### config.mk
export PLATFORM = sky130hd
export DESIGN_NAME = eth_frame_former_v2
export DESIGN_NICKNAME = d
export VERILOG_FILES = /design/src/rtl/eth_frame_former_v2.sv
export SDC_FILE = /design/constraint.sdc
export NUM_CORES = 1
export LEC_CHECK = 0
export ABC_CLOCK_PERIOD_IN_PS = 6100
export BUFFER_PORTS_ARGS = -buffer_cell sky130_fd_sc_hd__buf_2
export CAP_MARGIN = 30
export CORE_ASPECT_RATIO = 0.5
export CORE_MARGIN = 3
export CORE_UTILIZATION = 50
export DETAILED_ROUTE_END_ITERATION = 8
export PLACE_DENSITY = 0.83
export SYNTH_ARGS = -nofsm -noshare
export SYNTH_HDL_FRONTEND = slang
export SYNTH_SLANG_ARGS = --single-unit
### constraint.sdc
create_clock -name ACLK -period 6.1 [get_ports ACLK]
set_input_delay 0.61 -clock ACLK [delete_from_list [all_inputs] [get_ports ACLK]]
set_output_delay 0.61 -clock ACLK [all_outputs]
set_load 0.02 [all_outputs]
### src/rtl/eth_frame_former_v2.sv
// Ethernet II frame former: prepends a 16-byte header (Dst MAC, Src MAC,
// EtherType, SyncWord) to an AXI-Stream payload, with optional zero padding
// to MIN_FRAME bytes and truncate-and-drop of payloads beyond MAX_PAYLOAD.
// Ports: ACLK/ARESETN (async active-low); S_AXIS_* payload in; M_AXIS_* frame
// out (one register stage); header fields and Enable_Padding; frame_count,
// oversize_pulse and busy status outputs.
module eth_frame_former_v2 #(
    parameter int DATA_WIDTH  = 64,
    parameter int MAX_PAYLOAD = 1498,
    parameter int MIN_FRAME   = 60
) (
    input  logic                    ACLK,
    input  logic                    ARESETN,
    input  logic [DATA_WIDTH-1:0]   S_AXIS_tdata,
    input  logic [DATA_WIDTH/8-1:0] S_AXIS_tkeep,
    input  logic                    S_AXIS_tvalid,
    input  logic                    S_AXIS_tlast,
    output logic                    S_AXIS_tready,
    output logic [DATA_WIDTH-1:0]   M_AXIS_tdata,
    output logic [DATA_WIDTH/8-1:0] M_AXIS_tkeep,
    output logic                    M_AXIS_tvalid,
    output logic                    M_AXIS_tlast,
    input  logic                    M_AXIS_tready,
    input  logic [47:0]             Destination_Address,
    input  logic [47:0]             Source_Address,
    input  logic [15:0]             Link_Type,
    input  logic [15:0]             SyncWord,
    input  logic                    Enable_Padding,
    output logic [15:0]             frame_count,
    output logic                    oversize_pulse,
    output logic                    busy
);

    localparam int KW        = DATA_WIDTH / 8;
    localparam int HDR_BEATS = 128 / DATA_WIDTH;
    // Payload bytes (including pad) needed to reach the minimum frame.
    localparam int PAD_BYTES = MIN_FRAME - 16;

    typedef enum logic [2:0] {IDLE, HDR, PAY, PAD, DROP} state_t;

    state_t                state_q, state_d;
    logic [127:0]          hdr_q, hdr_d, hdr_in;
    logic [1:0]            hbeat_q, hbeat_d;
    logic [13:0]           pb_q, pb_d;
    logic [15:0]           fc_q, fc_d;
    logic                  ovf_q, ovf_d;
    logic [DATA_WIDTH-1:0] tdata_q, tdata_d, hdr_beat;
    logic [KW-1:0]         tkeep_q, tkeep_d, okeep;
    logic                  tvalid_q, tvalid_d;
    logic                  tlast_q, tlast_d;
    logic                  ld;
    int                    pbn, room, fill;

    function automatic logic [KW-1:0] lanes(input int n);
        logic [KW-1:0] m;
        for (int i = 0; i < KW; i++) m[i] = (i < n);
        return m;
    endfunction

    function automatic int popcnt(input logic [KW-1:0] k);
        int n;
        n = 0;
        for (int i = 0; i < KW; i++) n = n + (k[i] ? 1 : 0);
        return n;
    endfunction

    function automatic logic [DATA_WIDTH-1:0] bytemask(input logic [KW-1:0] k);
        logic [DATA_WIDTH-1:0] m;
        for (int i = 0; i < KW; i++) m[8*i +: 8] = {8{k[i]}};
        return m;
    endfunction

    // Header packed so that wire byte i sits at bits [8i+7:8i].
    always_comb begin
        hdr_in = '0;
        for (int i = 0; i < 6; i++) begin
            hdr_in[8*i +: 8]      = Destination_Address[47-8*i -: 8];
            hdr_in[48+8*i +: 8]   = Source_Address[47-8*i -: 8];
        end
        hdr_in[103:96]  = Link_Type[15:8];
        hdr_in[111:104] = Link_Type[7:0];
        hdr_in[119:112] = SyncWord[15:8];
        hdr_in[127:120] = SyncWord[7:0];
    end

    always_comb begin
        hdr_beat = '0;
        for (int b = 0; b < HDR_BEATS; b++)
            if (hbeat_q == 2'(b)) hdr_beat = hdr_q[b*DATA_WIDTH +: DATA_WIDTH];
    end

    assign ld = !tvalid_q || M_AXIS_tready;

    always_comb begin
        state_d       = state_q;
        hdr_d         = hdr_q;
        hbeat_d       = hbeat_q;
        pb_d          = pb_q;
        fc_d          = fc_q;
        ovf_d         = 1'b0;
        tdata_d       = tdata_q;
        tkeep_d       = tkeep_q;
        tvalid_d      = tvalid_q;
        tlast_d       = tlast_q;
        S_AXIS_tready = 1'b0;
        okeep         = '0;
        pbn           = 0;
        room          = 0;
        fill          = 0;
        if (ld) tvalid_d = 1'b0;
        unique case (state_q)
            IDLE: begin
                if (S_AXIS_tvalid) begin
                    hdr_d   = hdr_in;
                    pb_d    = '0;
                    hbeat_d = '0;
                    state_d = HDR;
                end
            end
            HDR: begin
                if (ld) begin
                    tdata_d  = hdr_beat;
                    tkeep_d  = '1;
                    tvalid_d = 1'b1;
                    tlast_d  = 1'b0;
                    hbeat_d  = hbeat_q + 2'd1;
                    if (hbeat_q == 2'(HDR_BEATS - 1)) state_d = PAY;
                end
            end
            PAY: begin
                S_AXIS_tready = ld;
                if (S_AXIS_tvalid && ld) begin
                    pbn      = int'(pb_q) + popcnt(S_AXIS_tkeep);
                    room     = MAX_PAYLOAD - int'(pb_q);
                    okeep    = S_AXIS_tkeep;
                    tvalid_d = 1'b1;
                    tlast_d  = 1'b0;
                    if (pbn > MAX_PAYLOAD ||
                        (pbn == MAX_PAYLOAD && !S_AXIS_tlast)) begin
                        // Truncate: close the frame at exactly MAX_PAYLOAD.
                        okeep   = lanes(room);
                        tlast_d = 1'b1;
                        ovf_d   = 1'b1;
                        fc_d    = fc_q + 16'd1;
                        pb_d    = 14'(MAX_PAYLOAD);
                        state_d = S_AXIS_tlast ? IDLE : DROP;
                    end else if (S_AXIS_tlast && Enable_Padding &&
                                 pbn < PAD_BYTES) begin
                        // Short frame: zero-fill the upper lanes of this beat.
                        fill = PAD_BYTES - int'(pb_q);
                        if (fill > KW) fill = KW;
                        okeep = lanes(fill);
                        pb_d  = pb_q + 14'(fill);
                        if (int'(pb_q) + fill >= PAD_BYTES) begin
                            tlast_d = 1'b1;
                            fc_d    = fc_q + 16'd1;
                            state_d = IDLE;
                        end else begin
                            state_d = PAD;
                        end
                    end else begin
                        pb_d = 14'(pbn);
                        if (S_AXIS_tlast) begin
                            tlast_d = 1'b1;
                            fc_d    = fc_q + 16'd1;
                            state_d = IDLE;
                        end
                    end
                    tkeep_d = okeep;
                    tdata_d = S_AXIS_tdata & bytemask(S_AXIS_tkeep & okeep);
                end
            end
            PAD: begin
                if (ld) begin
                    fill = PAD_BYTES - int'(pb_q);
                    if (fill > KW) fill = KW;
                    tdata_d  = '0;
                    tkeep_d  = lanes(fill);
                    tvalid_d = 1'b1;
                    tlast_d  = 1'b0;
                    pb_d     = pb_q + 14'(fill);
                    if (int'(pb_q) + fill >= PAD_BYTES) begin
                        tlast_d = 1'b1;
                        fc_d    = fc_q + 16'd1;
                        state_d = IDLE;
                    end
                end
            end
            DROP: begin
                S_AXIS_tready = 1'b1;
                if (S_AXIS_tvalid && S_AXIS_tlast) state_d = IDLE;
            end
            default: state_d = IDLE;
        endcase
    end

    always_ff @(posedge ACLK or negedge ARESETN) begin
        if (!ARESETN) begin
            state_q  <= IDLE;
            hdr_q    <= '0;
            hbeat_q  <= '0;
            pb_q     <= '0;
            fc_q     <= '0;
            ovf_q    <= 1'b0;
            tdata_q  <= '0;
            tkeep_q  <= '0;
            tvalid_q <= 1'b0;
            tlast_q  <= 1'b0;
        end else begin
            state_q  <= state_d;
            hdr_q    <= hdr_d;
            hbeat_q  <= hbeat_d;
            pb_q     <= pb_d;
            fc_q     <= fc_d;
            ovf_q    <= ovf_d;
            tdata_q  <= tdata_d;
            tkeep_q  <= tkeep_d;
            tvalid_q <= tvalid_d;
            tlast_q  <= tlast_d;
        end
    end

    assign M_AXIS_tdata   = tdata_q;
    assign M_AXIS_tkeep   = tkeep_q;
    assign M_AXIS_tvalid  = tvalid_q;
    assign M_AXIS_tlast   = tlast_q;
    assign frame_count    = fc_q;
    assign oversize_pulse = ovf_q;
    assign busy           = (state_q != IDLE) || tvalid_q;

endmodule

==> metrics list <==
- CTS built an H-tree with a depth of 1.
- Counting every net in the synthesized netlist gives about 1600.
- In the final layout, the share of cells above drive strength 1 is 0.365.
- By area, the combinational part of the netlist is dominated by compound AO/OA/AOI/OAI gates.
- The slowest stage of the critical path is the sky130_fd_sc_hd__or4_4 cell.
- Dividing the final minimum period by the clock period gives 0.983.
* Clock tree from TritonCTS: yes
- Cells after DPL: 1980
- Final period demand of the worst path: around 6.0 ns
* Area leader, netlist: sky130_fd_sc_hd__dfrtp_1
- Buffering stage count on the worst path with inverters included: 1
- Timing would allow up to 0.167 GHz.
- Aggregate global routing overflow: 0
* Die Wd: 234 um
* Worst reg2reg path depth: 27
* Biggest area contributors in the synthesized netlist: sky130_fd_sc_hd__dfrtp_1 46%, sky130_fd_sc_hd__mux2_2 11%, sky130_fd_sc_hd__nor2_1 4.6%
* Number of antenna violations at the first check in global routing: 10
- Post-synthesis share of cell area spent on full adders, half adders and majority gates: 0.0294
* Normalized max-slew margin: 0.299
* XOR/XNOR Fraction of Synth Area: 0.0289
- The share of the Yosys chip area taken by registers is 0.458.
- Highest net fanout along the worst path: 5
- Final standard cell count with taps included and fillers excluded: 2044
- Global-route wire length before repair: 65000 um
* Cell type group with the largest total delay on the critical path: compound AO/OA/AOI/OAI gates
- 1st-iter DRT viols: 1513
- Fin nets: 1909
- Summed over all cells, the static leakage comes to 7.60 nW.
- Seq cells post-synth: around 240
- From synthesis to final layout, the design area changed by 26.0%.
* Effective utilization at floorplan: 0.513
- Maximum number of pins on one net before global-route repair: 131
- Port buffering added 298 buffers.
- The cell sitting at the root of the clock tree is a sky130_fd_sc_hd__clkbuf_16.
- The hold violation count in the final report was 0.
- After synthesis, the most frequently instantiated cells are 238 x sky130_fd_sc_hd__dfrtp_1, 161 x sky130_fd_sc_hd__nor2_1, 132 x sky130_fd_sc_hd__mux2_2, 116 x sky130_fd_sc_hd__o21ai_0, 91 x sky130_fd_sc_hd__a21oi_1.
- Setup repair after global routing could not meet its margin everywhere.
* Via density per instance: 6.01
- Data arrives at the worst endpoint at 6.42 ns.
* Outcome: finished, final reports clean
- Largest stage delay, worst path: 0.54 ns
* Worst vdd ir: 349 uV
- Once detail routing completed, the nets flagged for antenna violations numbered 0.
- Summed negative setup slack over all endpoints: 0 ns
* Most repeated cell in the gate-level netlist after synthesis: sky130_fd_sc_hd__dfrtp_1
* Placer congestion estimate: 0.948
- Across the run, the number of max-cap violations was 0.
- The worst setup path is captured at a register.
- After clock tree synthesis, the clock-pin slew on the worst setup and hold paths is roughly 0.07 ns.
- Syn Area/Cell: between 9 and 10 um2
- The number of hold buffers added after CTS was 0.
* Cell Rows: between 40 and 50
- Pin slew with the least headroom to its limit: 1.05 ns
- Number of iterations in the first detailed-routing pass: 6
- Total of endpoints with negative setup slack in the final report: 0
- The filler cells instantiated in the layout total 2027.
- Element type at the critical path start: register
* Max-slew violation count: 0
- The Yosys step of the flow raised 0 warnings.
- In this run the deepest clock path goes through 3 buffers.
* Area fraction of the dominant cell type after synthesis: 0.458
- The synthesized-area fraction occupied by ao, oa, aoi and oai cells was 0.188.
- Crit path kind: reg2reg
* Number of clock sinks seen by CTS: 238
- I/O pin count: 299
* Height of the die: 120 um
* Worst hold slack across all endpoints: 0.0962 ns
- Counting flops with a built-in enable in the synthesized netlist gives 0.
- The final route contains 12286 vias.
- Post-synth top flop: sky130_fd_sc_hd__dfrtp_1
- Dividing the detail-routed wire length by the instance count gives 20.6 um.
- Worst EP required: between 6 and 7 ns
- Detail Placement HPWL: 29900 um
- Clock Skews: 0.0126 ns
* Core Footprint: 0.0254 mm2
- Number of buffers added by the clock tree synthesis step: 23
* Routed Wire Length: ~42000 um
- Total stage count of the critical path: 27
- Die area: 0.0281 mm2
- Multiplexer share of the synthesized area: 0.124
* Clock Latency Late Sink: 0.54 ns
* Number of global-route vias before repair: ~12000
* Fraction of the mapped netlist area in simple logic gates: 0.134
* Post-Syn Instances: between 1000 and 1500
- Power spread over the standard cell area amounts to 678 mW/mm2.
- Of all flip-flops after synthesis, the portion carrying an async set or reset was 1.00.
- The synthesized netlist contains 78 unique library cells.
* Tot GR Track Use: 0.292
- For this run, design rule violations remaining after detail routing come to 0.
- Hold Path Class: in2async
- Area of the mapped netlist: 0.0130 mm2
## report_power, final
group          switching [mW]  internal, mW
combinational            3.95          2.95
sequential              0.470          2.33
clock                   0.644         0.770
## worst reg2reg max path, cell delays in order (launching register included)
cell                        delay (ns)
sky130_fd_sc_hd__dfrtp_1          0.38
sky130_fd_sc_hd__or4_4            0.54
sky130_fd_sc_hd__or3_4            0.37
sky130_fd_sc_hd__a211oi_4         0.22
sky130_fd_sc_hd__o31a_2           0.21
sky130_fd_sc_hd__nand3_2          0.10
sky130_fd_sc_hd__nand2_4          0.13
sky130_fd_sc_hd__and2_4           0.15
sky130_fd_sc_hd__ha_4             0.20
sky130_fd_sc_hd__a21o_1           0.21
sky130_fd_sc_hd__a31oi_4          0.19
sky130_fd_sc_hd__a21oi_4          0.08
sky130_fd_sc_hd__nand3_2          0.12
sky130_fd_sc_hd__o31ai_4          0.07
sky130_fd_sc_hd__a311oi_2         0.30
sky130_fd_sc_hd__a211oi_2         0.08
sky130_fd_sc_hd__o21a_1           0.20
sky130_fd_sc_hd__o21ai_2          0.18
sky130_fd_sc_hd__ha_4             0.15
sky130_fd_sc_hd__nor4bb_4         0.25
sky130_fd_sc_hd__o21ai_1          0.12
sky130_fd_sc_hd__a2111oi_2        0.21
sky130_fd_sc_hd__nand2_1          0.10
sky130_fd_sc_hd__or4_4            0.43
sky130_fd_sc_hd__a2111oi_4        0.33
sky130_fd_sc_hd__buf_4            0.20
sky130_fd_sc_hd__nor2_1           0.08
sky130_fd_sc_hd__mux2_2           0.29
## cells by family after synthesis
family,after synthesis
multiplexers,145
buffers and inverters,128
adder cells (fa/ha/maj),27
XOR/XNOR,43
AO/OA/AOI/OAI,385
AND/OR/NAND/NOR,378
flip-flops,238
## layout make-up
cell class                 count  area, um2  share of cell area
sequential                   238       5960               0.363
multi-input combinational    978       6800               0.415
inverter                      38        146             0.00893
antenna                        9       22.5             0.00137
clock buffer                  28        614              0.0375
timing repair buffer         397       2320               0.141
clock inverter                12        114             0.00694
tap                          344        430              0.0262
## registers in the layout, indices dropped and copies added (netlist names)
name,count
M_AXIS_tdata,64
M_AXIS_tkeep,8
M_AXIS_tlast,1
M_AXIS_tvalid,1
frame_count,16
hbeat_q,2
hdr_q,128
oversize_pulse,1
pb_q,14
state_q,3
## what timing repair did
item,4_1_cts,5_1_grt
pin swaps,16,24
setup buffers,8,6
resized for setup,14,14
endpoints found under the setup margin,19,19
## routing by layer
layer	share of wire	global-route usage	vias up
met1	0.39	0.371	5996
met2	0.48	0.473	569
li1	-	-	5549
met3	0.073	0.0593	170
met4	0.056	0.153	2
met5	0.00031	0	-
## cells in the final DEF (no fill, tap or decap), drive strengths merged, types with 9 or more instances in the layout
master,synthesis,layout
mux2i,13,13
o31ai,9,9
and3,12,12
nor3,23,23
nand4,10,10
diode,0,9
o21ai,117,117
dfrtp,238,238
a21oi,91,91
a211oi,10,10
a22oi,60,60
buf,14,397
nand2,88,88
nand3,24,24
nor4,9,9
clkinv,0,9
nor2,163,163
xor2,24,24
ha,21,21
inv,38,39
clkbuf,76,28
mux2,132,132
xnor2,19,19
a31oi,19,19
## final timing paths
| kind | from | end | slack [ns] |
|---|---|---|---|
| max in group asynchronous | ARESETN | M_AXIS_tdata[30] | 4.36 |
| worst max register to register | pb_q[12] | frame_count[1] | 0.10 |
| worst min register to register | frame_count[15] | frame_count[15] | 0.48 |
| worst max-delay path | pb_q[12] | frame_count[1] | 0.10 |
| min in group ACLK | Destination_Address[0] | hdr_q[40] | 0.30 |
| worst min-delay path | ARESETN | M_AXIS_tkeep[7] | 0.1 |
## through the flow
step,setup slack (ns),utilization,area [um2],power [mW]
after floorplan,0.000320,-,13100,6.61
after global placement,-0.00431,0.605,15400,8.81
after detailed placement,-0.132,0.606,15400,9.02
after CTS,0.00577,0.639,16200,10.7
after global routing,-0.152,0.646,16400,11.8
final,0.103,0.646,16400,11.1
Power figures use the tool's default switching activity.
